### src/rtl/fib_pkg.sv
// Shared types for the Fibonacci request scheduler: FSM state, round-robin reset value, response record.
package fib_pkg;

    typedef enum logic [1:0] {
        IDLE = 2'd0,
        RUN  = 2'd1,
        RESP = 2'd2
    } state_t;

    // Pointer holds the next requester to be given priority; 0 means requester 0 goes first.
    localparam int RR_PTR_RESET = 0;

    // Response record widths track the scheduler's default DATA_WIDTH / ID_WIDTH.
    localparam int RSP_DATA_W = 32;
    localparam int RSP_ID_W   = 2;

    typedef struct packed {
        logic [RSP_ID_W-1:0]   id;
        logic [RSP_DATA_W-1:0] data;
        logic                  ovf;
    } rsp_t;

endpackage

### src/rtl/fib_core.sv
// Restartable Fibonacci stepper: holds cur=F(k), prev=F(k-1) and advances one term per step.
module fib_core #(
    parameter int DATA_WIDTH = 32
) (
    input  logic                  clk,
    input  logic                  resetn,
    input  logic                  restart,
    input  logic                  step,
    output logic [DATA_WIDTH-1:0] cur,
    output logic                  carry
);

    logic [DATA_WIDTH-1:0] r_prev;
    logic [DATA_WIDTH-1:0] r_cur;
    logic [DATA_WIDTH:0]   w_sum;

    assign w_sum = {1'b0, r_cur} + {1'b0, r_prev};
    assign carry = w_sum[DATA_WIDTH];
    assign cur   = r_cur;

    // prev=0, cur=1 makes the first step yield F1=1 from F0=1.
    always_ff @(posedge clk) begin
        if (!resetn || restart) begin
            r_prev <= '0;
            r_cur  <= DATA_WIDTH'(1);
        end else if (step) begin
            r_prev <= r_cur;
            r_cur  <= w_sum[DATA_WIDTH-1:0];
        end
    end

endmodule

### src/rtl/fib_req_scheduler.sv
// Round-robin scheduler sharing one Fibonacci core between NUM_REQ requesters.
//   state | meaning
//   IDLE  | arbitrate pending requests; grant handshake restarts the core
//   RUN   | step core until cnt == idx
//   RESP  | hold response until rsp_ready
module fib_req_scheduler
    import fib_pkg::*;
#(
    parameter int NUM_REQ    = 4,
    parameter int DATA_WIDTH = 32,
    parameter int IDX_WIDTH  = 6,
    parameter int ID_WIDTH   = $clog2(NUM_REQ)
) (
    input  logic                           clk,
    input  logic                           resetn,
    input  logic [NUM_REQ-1:0]             req_valid,
    input  logic [NUM_REQ*IDX_WIDTH-1:0]   req_idx,
    output logic [NUM_REQ-1:0]             req_ready,
    output logic                           rsp_valid,
    input  logic                           rsp_ready,
    output logic [ID_WIDTH-1:0]            rsp_id,
    output logic [DATA_WIDTH-1:0]          rsp_data,
    output logic                           rsp_ovf,
    output logic                           busy
);

    state_t                r_state;
    state_t                w_state_nxt;
    logic [ID_WIDTH-1:0]   r_ptr;
    logic [ID_WIDTH-1:0]   r_id;
    logic [IDX_WIDTH-1:0]  r_idx;
    logic [IDX_WIDTH-1:0]  r_cnt;
    logic                  r_ovf;
    logic                  r_rsp_valid;
    rsp_t                  r_rsp;

    logic [ID_WIDTH-1:0]   w_gnt_id;
    logic [IDX_WIDTH-1:0]  w_gnt_idx;
    logic                  w_hs;
    logic                  w_done;
    logic                  w_restart;
    logic                  w_step;
    logic [DATA_WIDTH-1:0] w_cur;
    logic                  w_carry;

    // Lowest offset from ptr wins, so scan from the far end and let nearer hits overwrite.
    function automatic logic [ID_WIDTH-1:0] rr_pick(input logic [NUM_REQ-1:0] valid,
                                                    input logic [ID_WIDTH-1:0] ptr);
        int                  k;
        logic [ID_WIDTH-1:0] kk;
        rr_pick = ptr;
        for (int i = NUM_REQ - 1; i >= 0; i--) begin
            k = int'(ptr) + i;
            if (k >= NUM_REQ) k = k - NUM_REQ;
            kk = ID_WIDTH'(k);
            if (valid[kk]) rr_pick = kk;
        end
    endfunction

    assign w_gnt_id = rr_pick(req_valid, r_ptr);
    assign w_hs     = resetn && (r_state == IDLE) && (|req_valid);
    assign w_done   = (r_state == RUN) && (r_cnt == r_idx);

    always_comb begin
        w_gnt_idx = '0;
        for (int i = 0; i < NUM_REQ; i++)
            if (w_gnt_id == ID_WIDTH'(i)) w_gnt_idx = req_idx[i*IDX_WIDTH +: IDX_WIDTH];
    end

    always_ff @(posedge clk) begin
        if (!resetn) r_state <= IDLE;
        else         r_state <= w_state_nxt;
    end

    always_comb begin
        w_state_nxt = r_state;
        case (r_state)
            IDLE:    if (w_hs)      w_state_nxt = RUN;
            RUN:     if (w_done)    w_state_nxt = RESP;
            RESP:    if (rsp_ready) w_state_nxt = IDLE;
            default:                w_state_nxt = IDLE;
        endcase
    end

    always_comb begin
        req_ready = '0;
        if (w_hs) req_ready[w_gnt_id] = 1'b1;
        busy      = (r_state != IDLE);
        w_restart = w_hs;
        w_step    = (r_state == RUN) && !w_done;
    end

    always_ff @(posedge clk) begin
        if (!resetn) begin
            r_ptr       <= ID_WIDTH'(RR_PTR_RESET);
            r_id        <= '0;
            r_idx       <= '0;
            r_cnt       <= '0;
            r_ovf       <= 1'b0;
            r_rsp       <= '0;
            r_rsp_valid <= 1'b0;
        end else begin
            if (w_hs) begin
                r_idx <= w_gnt_idx;
                r_id  <= w_gnt_id;
                r_ptr <= (w_gnt_id == ID_WIDTH'(NUM_REQ - 1)) ? '0 : w_gnt_id + ID_WIDTH'(1);
                r_cnt <= '0;
                r_ovf <= 1'b0;
            end
            if (w_step) begin
                r_cnt <= r_cnt + IDX_WIDTH'(1);
                r_ovf <= r_ovf | w_carry;
            end
            if (w_done) begin
                r_rsp.id    <= RSP_ID_W'(r_id);
                r_rsp.data  <= RSP_DATA_W'(w_cur);
                r_rsp.ovf   <= r_ovf;
                r_rsp_valid <= 1'b1;
            end
            if ((r_state == RESP) && rsp_ready) r_rsp_valid <= 1'b0;
        end
    end

    fib_core #(
        .DATA_WIDTH(DATA_WIDTH)
    ) u_core (
        .clk    (clk),
        .resetn (resetn),
        .restart(w_restart),
        .step   (w_step),
        .cur    (w_cur),
        .carry  (w_carry)
    );

    assign rsp_valid = r_rsp_valid;
    assign rsp_id    = ID_WIDTH'(r_rsp.id);
    assign rsp_data  = DATA_WIDTH'(r_rsp.data);
    assign rsp_ovf   = r_rsp.ovf;

endmodule

### config.mk
export PLATFORM = sky130hd
export DESIGN_NAME = fib_req_scheduler
export DESIGN_NICKNAME = d
export VERILOG_FILES = /design/src/rtl/fib_pkg.sv /design/src/rtl/fib_core.sv /design/src/rtl/fib_req_scheduler.sv
export SDC_FILE = /design/constraint.sdc
export NUM_CORES = 1
export LEC_CHECK = 0
export CORE_MARGIN = 4
export CORE_UTILIZATION = 50
export CTS_CLUSTER_DIAMETER = 150
export DETAILED_ROUTE_END_ITERATION = 10
export DONT_BUFFER_PORTS = 1
export PLACE_DENSITY = 0.73
export SYNTH_ARGS = -nofsm -noshare
export SYNTH_HDL_FRONTEND = slang
export SYNTH_SLANG_ARGS = --single-unit
### constraint.sdc
create_clock -name clk -period 7.3 [get_ports clk]
set_input_delay 1.46 -clock clk [delete_from_list [all_inputs] [get_ports clk]]
set_output_delay 1.46 -clock clk [all_outputs]
set_load 0.02 [all_outputs]
==> results.sh <==
export IMPL_worstSetupPathDepth=4
export IMPL_grt_pass1_wl_um=26050
export IMPL_fin_hold_ws_ps=459.2
export IMPL_crit_chain="nor2b_1, o41ai_1, ha_1, and3_1"
export IMPL_synth_seq_cells=119
export IMPL_synth_warnings=0
export IMPL_yosysSeqAreaShare=0.3713
export IMPL_synth_main_ff_cell="dfxtp_1"
export IMPL_hold_buffers=0
export IMPL_crit_end="req_ready[3]"
export IMPL_synth_cell_types=57
export IMPL_ios=72
export IMPL_synth_area_top_cells="dfxtp_1 37%, nand2_1 12%, ha_1 7.2%"
export IMPL_leakage_nw=2.758
export IMPL_cp_slowest_cell="o41ai_1"
export IMPL_viasPerCell=5.726
export IMPL_worst_hold_path_type="reg -> reg"
export IMPL_die_area_um2=14710
export IMPL_core_um2=12570
export IMPL_drive_above_1_share=0.05714
export IMPL_reg2reg_slack_ps=4570
export IMPL_max_freq_mhz=214.5
export IMPL_path_class="in -> out"
export IMPL_status="completed"
export IMPL_dp_cells=945
export IMPL_row_count=41
export IMPL_layout_commonest_cell="nand2_1"
export IMPL_ant_nets=0
export IMPL_cts_buffers=17
export IMPL_arrival_ps=3200
export IMPL_fillers=1132
export IMPL_ctsResizeCount=0
export IMPL_grt_max_degree=66
export IMPL_slowest_delay_ps=740
export IMPL_port_buffers=0
export IMPL_reg2reg_to="r_idx[3]"
export IMPL_first_iter_violations=422
export IMPL_synth_top_area_share=0.3713
export IMPL_reg2reg_depth=10
export IMPL_antenna_found_initial=0
export IMPL_syn_cell_area_um2=6416
export IMPL_fin_nets=861
export IMPL_syn_num_nets=886
export IMPL_finalHoldViolations=0
export IMPL_grt_pass1_vias=5724
export IMPL_syn2layout_area_growth_pct=9.984
export IMPL_track_usage=0.2139
export IMPL_multi_input_area_um2=3775
export IMPL_start_kind="input port"
export IMPL_power_w=0.002207
export IMPL_cts_tree="built"
export IMPL_fin_util=0.5615
export IMPL_relSlewSlack=0.2684
export IMPL_required_ps=5840
export IMPL_fin_cells=977
export IMPL_critical_path_top_delay_family="compound AO/OA/AOI/OAI gates"
export IMPL_fin_crit_ps=4662
export IMPL_die_x_um=121.3
export IMPL_drv_slew=0
export IMPL_regArea_um2=2382
export IMPL_final_cell_mix="205 x nand2_1, 119 x dfxtp_1, 88 x a21oi_1"
export IMPL_p_per_area_nw_per_um2=312.7
export IMPL_grt_overflow=0
export IMPL_clockBufferDepth=2
export IMPL_vias=5594
export IMPL_cp_end_kind="primary output"
export IMPL_cts_root_buffer="clkbuf_16"
export IMPL_synth_edf_count=0
export IMPL_drt_total_wl_um=14850
export IMPL_max_vdd_ir_drop_uv=263.9
export IMPL_worst_slew_pin_slew_ps=1093
export IMPL_rsz0062_at_grt="no"
export IMPL_post_cts_buffers=0
export IMPL_syn_inst=817
export IMPL_gp_congestion=0.9124
export IMPL_critPathBufInv=0
export IMPL_cp_max_fo=13
export IMPL_setup_viol=0
export IMPL_n_antenna_cell=0
export IMPL_clock_sinks=119
export IMPL_maxCapViolCount=0
export IMPL_cts_max_level=4
export IMPL_fp_dieH_um=121.3
export IMPL_reg2reg_from="r_ptr[1]"
export IMPL_synth_area_leader_cell="dfxtp_1"
export IMPL_post_route_drc_count=0
export IMPL_wl_per_cell_um=15.20
export IMPL_syn_avg_cell_area_um2=7.853
export IMPL_async_reset_ff_frac=0
export IMPL_clk_latency_ps=420
export IMPL_skew_ps=6.973
export IMPL_fin_crit_sh=0.6386
export IMPL_setup_tns_ps=0
export IMPL_hpwl_um=9868
export IMPL_clkTransAtPathRegs_ps=60
export IMPL_crit_path_start="req_valid[0]"
export IMPL_start_util=0.5105
export IMPL_drtPass1Iterations=5
## state kept, by name, indices dropped and copies added, names as in the netlist
signal / flops
r_ovf: 1
r_state: 2
r_cnt: 6
rsp_id: 2
r_ptr: 2
r_idx: 6
rsp_valid: 1
r_id: 2
u_core.r_prev: 32
rsp_ovf: 1
rsp_data: 32
u_core.cur: 32
## synthesized netlist by cell type (4+ instances only)
library cell / instances
nand4_1: 13
nand2b_1: 4
a21boi_0: 42
nor2_1: 29
o21a_1: 4
nor3b_1: 4
ha_1: 37
o21ai_0: 30
nand3_1: 20
a21o_1: 19
o21bai_1: 6
a211o_1: 4
nand2_1: 205
a22oi_1: 5
a21oi_1: 88
clkbuf_1: 23
o22ai_1: 4
inv_1: 14
a31oi_1: 8
nor3_1: 6
o211a_1: 9
and3_1: 7
a211oi_1: 5
o211ai_1: 7
xor2_1: 9
buf_2: 23
nor2b_1: 8
dfxtp_1: 119
xnor2_1: 19
## logic make-up after synthesis
| family | synth area share |
|---|---|
| fa+ha+maj | 0.07527 |
| compound gates | 0.2590 |
| simple gates | 0.2151 |
| flops | 0.3713 |
| xor+xnor | 0.03822 |
| buf+inv | 0.04115 |
## per-stage QoR
step / cell area (um^2) / worst slack (ps)
finish: 7057 / 2638
global route: 7057 / 2542
CTS: 7057 / 2665
detailed placement: 6455 / 2672
global placement: 6455 / 2725
floorplan: 6416 / 2829
## worst min-delay path by stage
| stage | depth (start not counted) | start | end | slack [ps] |
|---|---|---|---|---|
| global route | 2 | u_core.r_prev[14] | u_core.r_prev[14] | 470 |
| global placement | 2 | u_core.r_prev[0] | u_core.r_prev[0] | 450 |
| floorplan | 2 | u_core.r_prev[0] | u_core.r_prev[0] | 440 |
| CTS | 2 | u_core.r_prev[31] | u_core.r_prev[31] | 460 |
| detailed placement | 2 | u_core.r_prev[7] | u_core.r_prev[7] | 450 |
| finish | 2 | u_core.r_prev[31] | u_core.r_prev[31] | 460 |
## area by class of cell
class	instances	area share
well taps	172	0.03050
repair buffers	4	0.004255
clock buffers	24	0.06826
inverters	14	0.007447
clock inverters	8	0.01702
multi-input cells	636	0.5349
flip-flops and latches	119	0.3376
## routing by layer
metal / share of wire / routed length, um / track usage / vias up
met5: 0 / 0 / 0 / -
met4: 0.014 / 210 / 0.09034 / 0
met3: 0.058 / 856 / 0.05781 / 24
met2: 0.48 / 7079 / 0.3516 / 154
met1: 0.45 / 6705 / 0.2638 / 2602
li1: - / - / - / 2814
## worst register-to-register path, cell delays in order, from the launching register on
cell and delay (ps):
dfxtp_1 350, and3b_1 190, o41ai_1 710, inv_1 150
ha_1 330, nor2b_1 320, a22oi_1 110, nor2_1 100
a21oi_1 50, o211ai_1 200, o211a_1 170
## power by group
group,switching [W],internal (W),leakage (nW)
combinational,0.000435,0.000162,1.51
sequential,0.0000595,0.000702,0.962
clock,0.000287,0.000561,0.290
total,0.000781,0.00143,2.76
Power figures use the tool's default switching activity.
